File: config.mk
export PLATFORM = sky130hd
export DESIGN_NAME = pc_fetch_unit_flat
export DESIGN_NICKNAME = d
export VERILOG_FILES = /design/src/rtl/pc_fetch_unit_pkg.sv /design/src/rtl/pc_fetch_unit_if.sv /design/src/rtl/pc_adder4.sv /design/src/rtl/pc_fetch_unit.sv /design/src/flat_wrapper.sv
export SDC_FILE = /design/constraint.sdc
export NUM_CORES = 1
export LEC_CHECK = 0
export CAP_MARGIN = 20
export CORE_ASPECT_RATIO = 0.9
export CORE_MARGIN = 1.5
export CORE_UTILIZATION = 32
export DETAILED_ROUTE_END_ITERATION = 6
export PLACE_DENSITY = 0.77
export REMOVE_ABC_BUFFERS = 1
export SYNTH_ARGS = -nofsm -noshare
export SYNTH_HDL_FRONTEND = slang
export SYNTH_SLANG_ARGS = --single-unit
File: constraint.sdc
create_clock -name clk -period 2.1 [get_ports clk]
set_clock_uncertainty 0.15 [all_clocks]
set_input_delay 0.42 -clock clk [delete_from_list [all_inputs] [get_ports clk]]
set_output_delay 0.42 -clock clk [all_outputs]
set_load 0.02 [all_outputs]
File: src/rtl/pc_fetch_unit_pkg.sv
// Shared types and constants for the instruction fetch unit.
package pc_fetch_unit_pkg;

  localparam logic [31:0] INSTR_BYTES = 32'd4;

  typedef enum logic [1:0] {
    StFetch = 2'd0,
    StWait  = 2'd1,
    StValid = 2'd2,
    StTrap  = 2'd3
  } state_e;

  typedef enum logic [1:0] {
    FAULT_NONE     = 2'b00,
    FAULT_MISALIGN = 2'b01,
    FAULT_TIMEOUT  = 2'b10
  } fault_e;

  // Only the two low address bits decide word alignment.
  function automatic logic is_word_aligned(input logic [1:0] addr_lo);
    return addr_lo == 2'b00;
  endfunction

endpackage

File: src/rtl/pc_fetch_unit_if.sv
// Core/memory-facing signal bundle of the fetch unit.
// master: the fetch unit itself; slave: the core + instruction memory side.
interface pc_fetch_unit_if;
  logic [31:0] MUX3Res;
  logic        NextPCSrc;
  logic        InstrDone;
  logic        IMemAck;
  logic [31:0] IMemRData;
  logic [31:0] PC;
  logic [31:0] PCPlus4;
  logic        IMemReq;
  logic [31:0] IMemAddr;
  logic [31:0] Instr;
  logic        InstrValid;
  logic        Fault;
  logic [1:0]  FaultCause;

  modport master (
    input  MUX3Res, NextPCSrc, InstrDone, IMemAck, IMemRData,
    output PC, PCPlus4, IMemReq, IMemAddr, Instr, InstrValid, Fault, FaultCause
  );

  modport slave (
    output MUX3Res, NextPCSrc, InstrDone, IMemAck, IMemRData,
    input  PC, PCPlus4, IMemReq, IMemAddr, Instr, InstrValid, Fault, FaultCause
  );
endinterface

File: src/rtl/pc_adder4.sv
// Combinational PC + 4 adder feeding the sequential input of the next-PC mux.
module pc_adder4
  import pc_fetch_unit_pkg::*;
(
  input  logic [31:0] pc,
  output logic [31:0] pc_plus4
);

  // Wraps modulo 2^32 by construction.
  assign pc_plus4 = pc + INSTR_BYTES;

endmodule

File: src/rtl/pc_fetch_unit.sv
// Instruction fetch unit: holds the PC, fetches one word per instruction from
// instruction memory, hands it to the core and traps on misaligned targets or
// a memory that never acknowledges.
module pc_fetch_unit
  import pc_fetch_unit_pkg::*;
#(
  parameter logic [31:0] RESET_PC    = 32'h0000_0000,
  parameter int unsigned ACK_TIMEOUT = 16
) (
  input logic             clk,
  input logic             rst_n,
  pc_fetch_unit_if.master bus
);

  localparam int unsigned     CntW    = $clog2(ACK_TIMEOUT + 1);
  // Value of the counter during the last WAIT cycle that may still see an ack.
  localparam logic [CntW-1:0] TmoLast = CntW'(ACK_TIMEOUT - 1);

  state_e            state_q;
  logic [31:0]       pc_q;
  logic [31:0]       instr_q;
  logic              req_q;
  logic              valid_q;
  logic              fault_q;
  fault_e            cause_q;
  logic [CntW-1:0]   tmo_cnt_q;
  // Counts taken redirects; not a port, observed hierarchically.
  logic [31:0]       redirect_cnt_q;
  logic [31:0]       pc_plus4;

  pc_adder4 u_adder4 (
    .pc       (pc_q),
    .pc_plus4 (pc_plus4)
  );

  // FSM with registered outputs; InstrDone only matters in VALID, IMemAck only in WAIT.
  always_ff @(posedge clk) begin
    if (!rst_n) begin
      state_q        <= StFetch;
      pc_q           <= RESET_PC;
      instr_q        <= '0;
      req_q          <= 1'b1;
      valid_q        <= 1'b0;
      fault_q        <= 1'b0;
      cause_q        <= FAULT_NONE;
      tmo_cnt_q      <= '0;
      redirect_cnt_q <= '0;
    end else begin
      unique case (state_q)
        StFetch: begin
          state_q   <= StWait;
          tmo_cnt_q <= '0;
        end
        StWait: begin
          // Ack wins over a timeout expiring on the same edge.
          if (bus.IMemAck) begin
            instr_q <= bus.IMemRData;
            req_q   <= 1'b0;
            valid_q <= 1'b1;
            state_q <= StValid;
          end else if (tmo_cnt_q == TmoLast) begin
            req_q   <= 1'b0;
            fault_q <= 1'b1;
            cause_q <= FAULT_TIMEOUT;
            state_q <= StTrap;
          end else begin
            tmo_cnt_q <= tmo_cnt_q + 1'b1;
          end
        end
        StValid: begin
          if (bus.InstrDone) begin
            valid_q <= 1'b0;
            if (bus.NextPCSrc) begin
              redirect_cnt_q <= redirect_cnt_q + 32'd1;
            end
            if (is_word_aligned(bus.MUX3Res[1:0])) begin
              pc_q    <= bus.MUX3Res;
              req_q   <= 1'b1;
              state_q <= StFetch;
            end else begin
              fault_q <= 1'b1;
              cause_q <= FAULT_MISALIGN;
              state_q <= StTrap;
            end
          end
        end
        StTrap: begin
          state_q <= StTrap;
        end
        default: begin
          state_q <= StTrap;
        end
      endcase
    end
  end

  // Request is forced low while reset is held, before the first reset edge lands.
  always_comb begin
    bus.PC         = pc_q;
    bus.PCPlus4    = pc_plus4;
    bus.IMemAddr   = pc_q;
    bus.IMemReq    = req_q & rst_n;
    bus.Instr      = instr_q;
    bus.InstrValid = valid_q;
    bus.Fault      = fault_q;
    bus.FaultCause = cause_q;
  end

endmodule

File: src/flat_wrapper.sv
// flat-port wrapper written by rule: the top's interface ports become plain ports
module pc_fetch_unit_flat import pc_fetch_unit_pkg::*;
#(
  parameter logic [31:0] RESET_PC    = 32'h0000_0000,
  parameter int unsigned ACK_TIMEOUT = 16
)
  (clk, rst_n, bus_MUX3Res, bus_NextPCSrc, bus_InstrDone, bus_IMemAck, bus_IMemRData, bus_PC, bus_PCPlus4, bus_IMemReq, bus_IMemAddr, bus_Instr, bus_InstrValid, bus_Fault, bus_FaultCause);
  pc_fetch_unit_if bus_i ();
  input logic clk;
  input logic rst_n;
  input wire logic [$bits(bus_i.MUX3Res)-1:0] bus_MUX3Res;
  input wire logic [$bits(bus_i.NextPCSrc)-1:0] bus_NextPCSrc;
  input wire logic [$bits(bus_i.InstrDone)-1:0] bus_InstrDone;
  input wire logic [$bits(bus_i.IMemAck)-1:0] bus_IMemAck;
  input wire logic [$bits(bus_i.IMemRData)-1:0] bus_IMemRData;
  output wire logic [$bits(bus_i.PC)-1:0] bus_PC;
  output wire logic [$bits(bus_i.PCPlus4)-1:0] bus_PCPlus4;
  output wire logic [$bits(bus_i.IMemReq)-1:0] bus_IMemReq;
  output wire logic [$bits(bus_i.IMemAddr)-1:0] bus_IMemAddr;
  output wire logic [$bits(bus_i.Instr)-1:0] bus_Instr;
  output wire logic [$bits(bus_i.InstrValid)-1:0] bus_InstrValid;
  output wire logic [$bits(bus_i.Fault)-1:0] bus_Fault;
  output wire logic [$bits(bus_i.FaultCause)-1:0] bus_FaultCause;
  assign bus_i.MUX3Res = bus_MUX3Res;
  assign bus_i.NextPCSrc = bus_NextPCSrc;
  assign bus_i.InstrDone = bus_InstrDone;
  assign bus_i.IMemAck = bus_IMemAck;
  assign bus_i.IMemRData = bus_IMemRData;
  assign bus_PC = bus_i.PC;
  assign bus_PCPlus4 = bus_i.PCPlus4;
  assign bus_IMemReq = bus_i.IMemReq;
  assign bus_IMemAddr = bus_i.IMemAddr;
  assign bus_Instr = bus_i.Instr;
  assign bus_InstrValid = bus_i.InstrValid;
  assign bus_Fault = bus_i.Fault;
  assign bus_FaultCause = bus_i.FaultCause;
  pc_fetch_unit #(.RESET_PC(RESET_PC), .ACK_TIMEOUT(ACK_TIMEOUT)) u_core (.clk(clk), .rst_n(rst_n), .bus(bus_i));
endmodule
Yosys cells after proc, flatten, opt, wreduce, memory -nomap -nowiden:

Index checks and enable logic that the tools add are counted.

* bitwise operators: 1
* multipliers: 0
* order comparisons: 0
* equal/unequal tests: 12
* add/subtract/negate cells: 2
* divide/modulo/power cells: 0
* reductions and logical operators: 11
* multiplexer cells: 26
* shift operators: 0

Operators with widths (count)
* adder 32 x 3 -> 32 bit, second input constant: 1
* 2-to-1 mux 2 bit: 8
* 2-to-1 mux 1 bit: 10
* 2-to-1 mux 5 bit: 2
* != test 2 bit, second input constant: 5
* one-hot mux 5 bit (2 select lines): 1
* AND reduction 3 bit: 3
* one-hot mux 2 bit (4 select lines): 1
* one-hot mux 1 bit (2 select lines): 3
* adder 5 x 1 -> 5 bit, second input constant: 1
* equality test 5 x 4 -> 1 bit, second input constant: 1
* AND reduction 5 bit: 1
* equality test 2 bit, second input constant: 2
* logical NOT 2 bit: 2
* != test 2 x 1 -> 1 bit, second input constant: 2
* one-hot mux 2 bit (2 select lines): 1
* AND reduction 2 bit: 2
* AND reduction 4 bit: 1
* nonzero test 2 bit: 2
* != test 3 x 2 -> 1 bit, second input constant: 1
* equality test 2 x 1 -> 1 bit, second input constant: 1
* bitwise AND 1 bit: 1

* output and inout bits: 133
* flip-flop bits (word level): 76
* bits in latches: 0
* memories: 0
* RAM bits: 0
* memory bits (read-only): 0
* logic and storage cells: 60

Depth between registers and ports, before layout:

* depth in word-level cells: 4
* mapped depth: 8
* mapped depth without buffers: 7

Modules after synthesis:

A second synthesis with hierarchy kept.

* cells, all modules: 461
* area total of the unflattened synthesis: 3968.8 um^2

Modules (own cells, without submodules)
* pc_fetch_unit: times used 1, seq. area each 1521.5 um^2, cells each 378, area each 3388.2 um^2
* pc_adder4: times used 1, seq. area each 0.0 um^2, cells each 83, area each 580.6 um^2

Worst setup path before layout:

OpenSTA, ideal clock, no wires.

* path kind: register to output
* start: register u_core.pc_q[2], in the netlist u_core.bus.IMemAddr[2]
* end: output bus_PCPlus4[26]
* arrival time: 2.015 ns
* path slack: -0.485 ns
* stages on the path, launching flop included: 7
* required time: 1.530 ns
* buffers on the path: 1
* cells stage by stage: dfxtp_1 ha_1 nand2_1 or4_1 buf_2 nor3_1 xor2_1

* longest elaborated chain between the ends: 1

RTL lines
* start, declared: line pc_fetch_unit.sv:20 `logic [31:0] pc_q;`
* start signal, assigned: line pc_fetch_unit.sv:77 `pc_q <= bus.MUX3Res;`
* adder 32 x 3 -> 32 bit: line pc_adder4.sv:10 `assign pc_plus4 = pc + INSTR_BYTES;`
* end, declared: line flat_wrapper.sv:17 `output wire logic [$bits(bus_i.PCPlus4)-1:0] bus_PCPlus4;`

No other way between the ends.

Worst setup path after layout:

* start: register u_core.pc_q[7], in the netlist u_core.bus.IMemAddr[7]
* end: output bus_PCPlus4[29]

Same word-level chain as after synthesis.

==> flow_metrics.env <==
export IMPL_nets=754
export IMPL_min_path_type="reg2reg"
export IMPL_switching_share=0.224
export IMPL_cts_buffers=9
export IMPL_yosys_warnings=0
export IMPL_antenna_found_initial=0
export IMPL_wl_per_cell_um=14.9
export IMPL_via_count=4018
export IMPL_ctsRootBufferMaster="clkbuf_16"
export IMPL_dp_hpwl_um=8510
export IMPL_pwr_share_comb=0.128
export IMPL_finalWirelength_um=12500
export IMPL_layout_drive_gt1_share=0.223
export IMPL_finalPower_mw=3.62
export IMPL_ys_seq_area_frac=0.424
export IMPL_rsz0062_at_grt="true"
export IMPL_fin_crit_ps=2650
export IMPL_crit_fanout=5
export IMPL_grt_use_total=0.194
export IMPL_cts_tree="built"
export IMPL_report_final_slew_viol_count=0
export IMPL_worst_slack_ps=-552
export IMPL_max_cap_violations=0
export IMPL_setup_tns_ps=-9100
export IMPL_synth_edf_count=0
export IMPL_netlist_instances=468
export IMPL_fmax_ghz=0.377
export IMPL_insertion_delay_ps=320
export IMPL_power_density_nw_per_um2=552
export IMPL_yosysUniqueCellTypes=37
export IMPL_clk_pin_slew_ps=60
export IMPL_ys_seq_elements=76
export IMPL_io_pins=202
export IMPL_die_h_um=104
export IMPL_relSlewSlack=0.607
export IMPL_hold_viol_final=0
export IMPL_synthFlopType="dfxtp_1"
export IMPL_grt_pass1_vias=3845
export IMPL_area_growth_pct=82.4
export IMPL_ir_drop_v=0.000421
export IMPL_grt_pass1_wl_um=18400
export IMPL_crit_slowest_cell="or4_4"
export IMPL_setup_viol=24
export IMPL_antenna_cells=0
export IMPL_cp_slowest_stage_delay_ps=670
export IMPL_violations="negative setup slack"
export IMPL_dieArea_um2=11900
export IMPL_avgSynthCellArea_um2=7.68
export IMPL_finalInstanceArea_um2=6550
export IMPL_cp_top_family="simple AND/OR/NAND/NOR gates"
export IMPL_placed_area_um2=5870
export IMPL_row_count=36
export IMPL_p_seq_frac=0.419
export IMPL_cts_hold_buf=0
export IMPL_cts_htree_levels=3
export IMPL_final_util=0.601
export IMPL_fill_cells=935
export IMPL_initial_core_util=0.330
export IMPL_layout_commonest_cell="clkdlybuf4s50_1"
export IMPL_crit_chain="nand4_4, or4_4, nor3b_4, xor2_1, buf_4"
export IMPL_arrival_ps=2080
export IMPL_setup_worst_path_end_class="output port"
export IMPL_gpl_final_weighted_congestion=0.834
export IMPL_intPower_mw=2.81
export IMPL_pre_cts_slack_ps=-723
export IMPL_clock_power_share=0.453
export IMPL_final_cell_mix="161 x clkdlybuf4s50_1, 136 x nand2_1, 72 x a21oi_1, 69 x dfxtp_1, 65 x buf_4"
export IMPL_io_buffers=200
export IMPL_outcome="finished with violations"
export IMPL_fin_crit_sh=1.26
export IMPL_ys_async_sr_fraction=0
export IMPL_firstDrtPassIters=4
export IMPL_grt_start_max_net_pins=38
export IMPL_p_switching_mw=0.811
export IMPL_cp_start_kind="register"
export IMPL_avgViaCountPerCell=4.79
export IMPL_clock_sinks=76
export IMPL_gr_total_overflow=0
export IMPL_cts_max_path_buffers=2
export IMPL_critPathBufInv=1
export IMPL_power_leakage_nw=2.92
export IMPL_core_area_um2=10900
export IMPL_crit_type="reg2out"
export IMPL_ant_nets=0
export IMPL_die_x_um=115
export IMPL_drc_errors=0
export IMPL_cp_required_ps=1530
export IMPL_drtIter0Drc=176
export IMPL_tightest_slew_ps=589
export IMPL_syn_area_um2=3590
## logic make-up after synthesis
| group | synth area share |
|---|---|
| flops | 0.424 |
| compound gates | 0.116 |
| buf+inv | 0.107 |
| simple gates | 0.275 |
| xor+xnor | 0.0683 |
| fa+ha+maj | 0.0105 |
## worst paths after layout
kind	start	to	slack (ps)	depth (start not counted)
worst max register to register	u_core.tmo_cnt_q[0]$_SDFFE_PN0P_	u_core.tmo_cnt_q[3]$_SDFFE_PN0P_	120	7
worst min-delay path	u_core.bus.Instr[6]$_SDFFE_PN0N_	u_core.bus.Instr[6]$_SDFFE_PN0N_	300	2
worst min register to register	u_core.bus.Instr[6]$_SDFFE_PN0N_	u_core.bus.Instr[6]$_SDFFE_PN0N_	300	2
worst max-delay path	u_core.bus.IMemAddr[7]$_SDFFE_PN0P_	bus_PCPlus4[29]	-550	5
## tightest hold or removal path: stages, from the launching register on
cell and delay, ps:
dfxtp_1 300, nand2_1 50, a21oi_1 50
## flip-flops by register name (all words and copies together), names as in the netlist
register               flops
u_core.bus.Fault           1
u_core.bus.IMemAddr       32
u_core.bus.FaultCause      2
u_core.bus.Instr          32
u_core.req_q               1
u_core.tmo_cnt_q           5
u_core.bus.InstrValid      1
u_core.state_q             2
## layer usage
metal  track usage  up-vias  wire length (um)
li1              -     1927                 -
met1         0.213     1860              4770
met2         0.346      199              6240
met3        0.0644       32              1120
met4        0.0652        0               376
met5             0        -                 0
## cell usage after synthesis (4+ instances only)
master	instances	area share
nor2_1	20	0.021
nor3_2	5	0.014
o21ai_0	4	0.0056
and3_1	6	0.010
buf_4	34	0.071
xnor2_1	6	0.015
dfxtp_1	76	0.42
nor3_1	7	0.0098
nand3_1	12	0.017
a21oi_1	72	0.10
inv_1	5	0.0052
xor2_1	22	0.054
clkbuf_1	21	0.022
nand2_1	141	0.15
## area by class of cell
class / count / area, um2 / share of cell area
multi-input combinational: 328 / 1960 / 0.299
clock buffer: 12 / 246 / 0.0376
clock inverter: 4 / 72.6 / 0.0111
inverter: 6 / 22.5 / 0.00344
sequential: 76 / 1530 / 0.234
timing repair buffer: 261 / 2530 / 0.386
tap: 152 / 190 / 0.0290
## what timing repair did
item / CTS / global route
setup buffers: 6 / 4
pin swaps: 29 / 20
endpoints found under the setup margin: 30 / 34
gates resized for setup: 190 / 38
cloned: 1 / 0
## stage by stage
step | hold WS (ps) | std cells
after global routing | 315 | 839
after global placement | 291 | 812
after CTS | 305 | 835
final | 302 | 839
after floorplan | 307 | 409
after detailed placement | 298 | 812
## power by group through the flow
stage	clock [mW]	combinational [mW]	sequential [mW]
6_report	1.64	0.461	1.52
2_1_floorplan	0	0.117	1.60
4_1_cts	1.68	0.460	1.52
3_3_place_gp	0	0.452	1.55
5_1_grt	1.75	0.499	1.52
3_5_place_dp	0	0.459	1.55
Note: power is estimated with default switching activity, not from simulation.
